**src/rtl/io_pkg.sv**
```systemverilog
// Shared I/O-window word selects (addr[7:2]) and sizing for the CPU I/O port blocks.
package io_pkg;

    localparam int NPORT = 3;
    localparam int OVR_W = 8;

    localparam logic [5:0] IO_OUT0 = 6'b100000;
    localparam logic [5:0] IO_OUT1 = 6'b100001;
    localparam logic [5:0] IO_OUT2 = 6'b100010;
    localparam logic [5:0] IO_SET0 = 6'b100100;
    localparam logic [5:0] IO_CLR0 = 6'b100101;
    localparam logic [5:0] IO_TGL0 = 6'b100110;
    localparam logic [5:0] IO_STAT = 6'b100111;
    localparam logic [5:0] IO_OVR  = 6'b101000;

    // Owned by the input-port block; listed here so both blocks share one address map.
    localparam logic [5:0] IO_IN0  = 6'b110000;
    localparam logic [5:0] IO_IN1  = 6'b110001;

endpackage

```
**src/rtl/io_output_mux.sv**
```systemverilog
// Combinational read-back selector for the output-port block.
module io_output_mux #(
    parameter int NPORT = 3,
    parameter int OVR_W = 8
) (
    input  logic [5:0]       sel,
    input  logic [31:0]      port0,
    input  logic [31:0]      port1,
    input  logic [31:0]      port2,
    input  logic [NPORT-1:0] valid,
    input  logic [OVR_W-1:0] ovr,
    output logic [31:0]      rdata
);
    import io_pkg::*;

    always_comb begin
        rdata = '0;
        case (sel)
            IO_OUT0: rdata = port0;
            IO_OUT1: rdata = port1;
            IO_OUT2: rdata = port2;
            IO_STAT: rdata = 32'(valid);
            IO_OVR:  rdata = 32'(ovr);
            // Input-port words are answered by the input block, not here.
            IO_IN0, IO_IN1: rdata = '0;
            default: rdata = '0;
        endcase
    end

endmodule

```
**src/rtl/io_output_reg.sv**
```systemverilog
// Memory-mapped output ports with set/clear/toggle aliases on port 0,
// per-port valid/ack handshake and a shared saturating overrun counter.
module io_output_reg #(
    parameter int NPORT = 3,
    parameter int OVR_W = 8
) (
    input  logic             io_clk,
    input  logic             clrn,
    input  logic [31:0]      addr,
    input  logic [31:0]      datain,
    input  logic             write_io_enable,
    input  logic [NPORT-1:0] out_ack,
    output logic [31:0]      out_port0,
    output logic [31:0]      out_port1,
    output logic [31:0]      out_port2,
    output logic [NPORT-1:0] out_valid,
    output logic [31:0]      io_read_data
);
    import io_pkg::*;

    logic [5:0]             sel;
    logic [NPORT-1:0][31:0] port_q, port_d;
    logic [NPORT-1:0]       valid_q, valid_d;
    logic [NPORT-1:0]       hit;
    logic [OVR_W-1:0]       ovr_q, ovr_d;
    logic                   ovr_clr;
    logic                   unused_addr_bits;

    function automatic logic [OVR_W-1:0] sat_inc(input logic [OVR_W-1:0] v);
        return (&v) ? v : v + OVR_W'(1);
    endfunction

    assign sel              = addr[7:2];
    assign unused_addr_bits = ^{addr[31:8], addr[1:0]};

    always_comb begin
        port_d  = port_q;
        hit     = '0;
        ovr_clr = 1'b0;
        if (write_io_enable) begin
            case (sel)
                IO_OUT0: begin port_d[0] = datain;                hit[0] = 1'b1; end
                IO_OUT1: begin port_d[1] = datain;                hit[1] = 1'b1; end
                IO_OUT2: begin port_d[2] = datain;                hit[2] = 1'b1; end
                IO_SET0: begin port_d[0] = port_q[0] | datain;    hit[0] = 1'b1; end
                IO_CLR0: begin port_d[0] = port_q[0] & ~datain;   hit[0] = 1'b1; end
                IO_TGL0: begin port_d[0] = port_q[0] ^ datain;    hit[0] = 1'b1; end
                IO_OVR:  ovr_clr = 1'b1;
                default: ;
            endcase
        end
        // A store beats a same-cycle ack, so the flag stays up.
        valid_d = hit | (valid_q & ~out_ack);
        if (ovr_clr)
            ovr_d = '0;
        else if (|(hit & valid_q & ~out_ack))
            ovr_d = sat_inc(ovr_q);
        else
            ovr_d = ovr_q;
    end

    always_ff @(posedge io_clk or negedge clrn) begin
        if (!clrn) begin
            port_q  <= '0;
            valid_q <= '0;
            ovr_q   <= '0;
        end else begin
            port_q  <= port_d;
            valid_q <= valid_d;
            ovr_q   <= ovr_d;
        end
    end

    assign out_port0 = port_q[0];
    assign out_port1 = port_q[1];
    assign out_port2 = port_q[2];
    assign out_valid = valid_q;

    io_output_mux #(
        .NPORT (NPORT),
        .OVR_W (OVR_W)
    ) u_mux (
        .sel   (sel),
        .port0 (port_q[0]),
        .port1 (port_q[1]),
        .port2 (port_q[2]),
        .valid (valid_q),
        .ovr   (ovr_q),
        .rdata (io_read_data)
    );

endmodule
```
**config.mk**
```make
export PLATFORM = sky130hd
export DESIGN_NAME = io_output_reg
export DESIGN_NICKNAME = d
export VERILOG_FILES = /design/src/rtl/io_pkg.sv /design/src/rtl/io_output_mux.sv /design/src/rtl/io_output_reg.sv
export SDC_FILE = /design/constraint.sdc
export NUM_CORES = 1
export LEC_CHECK = 0
export CORE_MARGIN = 4
export CORE_UTILIZATION = 43
export CTS_CLUSTER_DIAMETER = 150
export DETAILED_ROUTE_END_ITERATION = 8
export GPL_TIMING_DRIVEN = 1
export PLACE_DENSITY_LB_ADDON = 0.25
export SYNTH_ARGS = -nofsm -noshare
export SYNTH_HDL_FRONTEND = slang
export SYNTH_SLANG_ARGS = --single-unit
```
**constraint.sdc**
```tcl
create_clock -name io_clk -period 2.9 [get_ports io_clk]
set_input_delay 0.87 -clock io_clk [delete_from_list [all_inputs] [get_ports io_clk]]
set_output_delay 0.87 -clock io_clk [all_outputs]
set_load 0.03 [all_outputs]
```
# Yosys cells after proc, flatten, opt, wreduce, memory -nomap -nowiden

Cells that the tools add are included.
Widths: inputs -> output; s select.

Flip-flop bits (word level): 107
Bits in latches: 0
Memory bits (writable): 0
Bits in read-only memories: 0
Output and inout port bits: 131
Memories kept: 0

$add $sub $neg: 1
Multiply operators: 0
Div/mod/pow operators: 0
Magnitude comparators: 0
Eq/ne operators: 9
Shifts and indexed selects: 0
Multiplexer cells: 11
Bitwise logic cells: 9
Reductions and logical operators: 9

Operator list:

| operator            | number |
|---|---|
| $pmux 32 s5         | 1 |
| $pmux 32 s4         | 1 |
| $eq 6x6->1 const B  | 8 |
| $and 32x32->32      | 1 |
| $not 32->32         | 1 |
| $or 32x32->32       | 1 |
| $xor 32x32->32      | 1 |
| $mux 8              | 3 |
| $and 3x3->3         | 3 |
| $add 8x1->8 const B | 1 |
| $reduce_and 2->1    | 4 |
| $reduce_and 8->1    | 1 |
| $mux 1              | 5 |
| $reduce_bool 4->1   | 1 |
| $reduce_or 4->1     | 1 |
| $mux 3              | 1 |
| $not 3->3           | 1 |
| $or 3x3->3          | 1 |
| $reduce_or 3->1     | 1 |
| $ne 2x2->1 const B  | 1 |
| $reduce_bool 2->1   | 1 |

# Depth between registers and ports, before layout

Depth in word-level cells: 9
Depth in mapped cells: 7

# Cells and area by module

Synthesis repeated with hierarchy kept, for this count alone.

Cell total of the unflattened synthesis: 650
Area total of the unflattened synthesis: 6879.1 sq um

Modules (own cells, without submodules):

| module        | times used | cells each | area each (sq um) |
|---|---|---|---|
| io_output_reg | 1          | 525        | 5943.2 |
| io_output_mux | 1          | 125        | 935.9 |

# Worst setup path before layout

OpenSTA, ideal clock, no wires.

Path kind: in2out
From: in addr[6]
To: out io_read_data[0]
Arrival: 2.279 ns
Path slack: -0.249 ns
Stages on the path: 6
Cell sequence: nand2b_4 -> or3_4 -> nor3_4 -> clkbuf_1 -> a22oi_1 -> nand3_1

Longest elaborated chain between the ends: 2
Elaborated cells on any way between the ends: 6

Ends and longest elaborated chain:

| element         | RTL line            | text |
|---|---|---|
| from (decl)     | io_output_reg.sv:9  | `input logic [31:0] addr,` |
| $eq 6x6->1      | io_output_mux.sv:18 | `case (sel)` |
| $pmux 32 s5 (*) | io_output_mux.sv:18 |  |
| to (decl)       | io_output_reg.sv:17 | `output logic [31:0] io_read_data` |

Mark *: on every way between the ends. The rest lies on a longest branch, timed or not.

# Final worst setup path

From: in addr[6]
To: out io_read_data[29]

Same word-level chain as after synthesis.

==> out/qor.txt <==
Seq cells post-synth: 107
Initial DRC Count: 532
synth unique cells: 43
failing checks: negative setup slack
minimum clock period: 3302 ps
Area Overhead vs Synth: 44.21%
total chip power: 0.004981 W
antenna violations before repair: 0
CP required: 2030 ps
Initial DRT Pass Iterations: 6
status: complete, but fails checks
Num CTS Buffers: 9
H-tree levels: 3
Syn Area/Cell: 9.838 µm²
fin util: 0.6347
maximum clock rate: 302.8 MHz
critical path data arrival time: 2430 ps
clock skew: 9.724 ps
Slew Limit Fails: 0
PwrDens: 516.3 nW/µm²
Final Hold Viols: 0
# IOs: 201
first-pass GRT wire length: 34360 µm
GRT Total Usage: 0.2429
sequential area share after synthesis: 0.4002
die area: 17620 µm²
Via density: 5.779
Max IR drop VDD: 0.2958 mV
Post-route DRC: 0
Vias: 6149
FFs w/ async S/R, synth: 1.000
Slew headroom: 0.6995
placed cell area: 8825 µm²
FF-to-FF Start: out_valid[1]
Sink Count: 107
final setup vio count: 32
fin area: 9648 µm²
total gr overflow: 0
fin crit share: 1.139
routed len/inst: 20.15 µm
CP Max Fanout: 8
latest clock arrival within the worst-skew pair: 360 ps
Max Cap Viol: 0
Die Height: 132.7 µm
EDFF count, synth: 0
RSZ-0062 raised after global routing: true
core area: 15200 µm²
pin count of the biggest net entering global routing: 54
Die X: 132.7 µm
vias in the first global route: 6389
DP Wirelength: 13980 µm
Antenna diodes: 0
CTS tree: yes
Routed WL: 21440 µm
Std-Cell Rows: 45
post-route ant nets: 0
Hold Crit Class: in2async
CP startpoint: addr[6]
Initial Utilization: 0.4401
Worst setup SP type: input pin
Reg clk slew, reported paths: 70 ps
Synth Instances: 680
Yosys warning total: 0
Post-layout nets: 1006
Fill cells: 1176
P_leak: 4.519 nW
cts hold-fix bufs: 0
Synth Cell Area: 6690 µm²
Final WS setup: -402.4 ps
Root Buffer: clkbuf_16
share of layout cells above drive strength 1: 0.2603
CP Capture Type: output pin
I/O Buffers: 174
dpl ws: -602.4 ps
Worst-Margin Slew: 450.8 ps
Most used DFF post-synth: dfrtp_1
syn nets: 815
Hold WS: 431.8 ps
Setup CP Type: in2out
Longest Clk Path Bufs: 2
GPL Wtd Cong: 0.8319
-- routing by layer --
metal | track usage | vias up | routed length, µm | share of wire
li1 | - | 2822 | - | -
met1 | 0.3138 | 3054 | 9195 | 0.43
met2 | 0.4118 | 246 | 10510 | 0.49
met3 | 0.04943 | 27 | 1332 | 0.062
met4 | 0.07448 | 0 | 400 | 0.019
met5 | 0 | - | 0 | 0
-- kinds of logic after synthesis --
group | Yosys count | synth area share
flip-flops | 107 | 0.4002
multiplexers | 64 | 0.1077
buffers and inverters | 137 | 0.08042
adder cells (fa/ha/maj) | 66 | 0.1231
AND/OR/NAND/NOR | 117 | 0.09557
AO/OA/AOI/OAI | 189 | 0.1930
-- critical path, stage by stage --
cell,delay (ps)
buf_6,90
nand2b_4,130
or3_4,360
buf_12,140
nor3_4,110
buf_6,150
bufbuf_16,280
a222oi_1,90
inv_2,80
buf_6,130
-- where the power goes --
| part | leakage (nW) | internal, W | switching (W) | total [W] |
|---|---|---|---|---|
| combinational | 2.97 | 0.000766 | 0.000965 | 0.00173 |
| clock | 0.137 | 0.000692 | 0.000574 | 0.00127 |
| sequential | 1.41 | 0.00171 | 0.000269 | 0.00198 |
| total | 4.52 | 0.00317 | 0.00181 | 0.00498 |
-- path summary, 6_finish.rpt --
check / end / slack, ps / depth (start not counted)
worst max-delay path: io_read_data[29] / -400 / 10
worst min-delay path: out_port2[25] / 430 / 1
worst max register to register: ovr_q[3] / 960 / 5
worst min register to register: out_port2[10] / 540 / 1
max in group asynchronous: out_port0[8] / 1750 / 2
min in group io_clk: out_port2[10] / 540 / 1
-- timing repair --
item                                    CTS  global route
setup buffers                            12             2
resized for setup                        64            11
cloned                                    5             2
pin swaps                                 5             7
endpoints found under the setup margin   32            32
-- cell usage after synthesis, types with 2 or more instances --
cell / n / share of area
a211oi_1: 2 / 0.0022
a21oi_1: 35 / 0.026
a222oi_1: 24 / 0.036
a22oi_1: 16 / 0.018
buf_1: 2 / 0.0011
buf_2: 19 / 0.014
clkbuf_1: 23 / 0.013
dfrtp_1: 107 / 0.40
ha_1: 65 / 0.12
inv_1: 93 / 0.052
mux2_2: 64 / 0.11
nand2_1: 51 / 0.029
nand2b_1: 3 / 0.0028
nand3_1: 8 / 0.0060
nand4_1: 2 / 0.0019
nand4bb_1: 3 / 0.0050
nor2_1: 4 / 0.0022
nor2b_1: 28 / 0.026
nor3_1: 2 / 0.0015
nor4_1: 2 / 0.0019
o21ai_0: 36 / 0.027
o21ai_1: 5 / 0.0037
o22ai_1: 32 / 0.030
o2bb2ai_1: 32 / 0.042
o31ai_1: 2 / 0.0022
or3_1: 2 / 0.0019
or4_1: 2 / 0.0022
-- flip-flops by register name, indices dropped and copies added, names as in the netlist --
| register | count |
|---|---|
| out_port1 | 32 |
| out_port0 | 32 |
| out_port2 | 32 |
| out_valid | 3 |
| ovr_q | 8 |
-- cell usage in the layout, fill, tap and decap left out, types with 23 or more instances in the layout --
master,instances
nand2_1,43
dfrtp_1,107
o22ai_1,32
inv_1,69
mux2_2,64
a222oi_1,24
clkdlybuf4s50_1,135
nor2b_1,28
buf_6,39
inv_2,24
ha_1,65
o2bb2ai_1,32
o21ai_0,36
a21oi_1,35
buf_4,23
-- metrics by stage --
step / setup TNS [ps] / std cells
3_3_place_gp: -20620 / 1028
2_1_floorplan: -1256 / 680
6_report: -11450 / 1064
4_1_cts: -11080 / 1061
5_1_grt: -12920 / 1064
3_5_place_dp: -23740 / 1028
-- area by class of cell --
type                            count  area [µm²]  share of cell area
Timing Repair Buffer              224        2476              0.2566
Inverter                           93       349.1             0.03618
Multi-Input combinational cell    436        3606              0.3738
Sequential cell                   107        2678              0.2775
Clock inverter                      6       65.06            0.006744
Clock buffer                       10       239.0             0.02477
Tap cell                          188       235.2             0.02438
(Power assumes the default switching activity.)
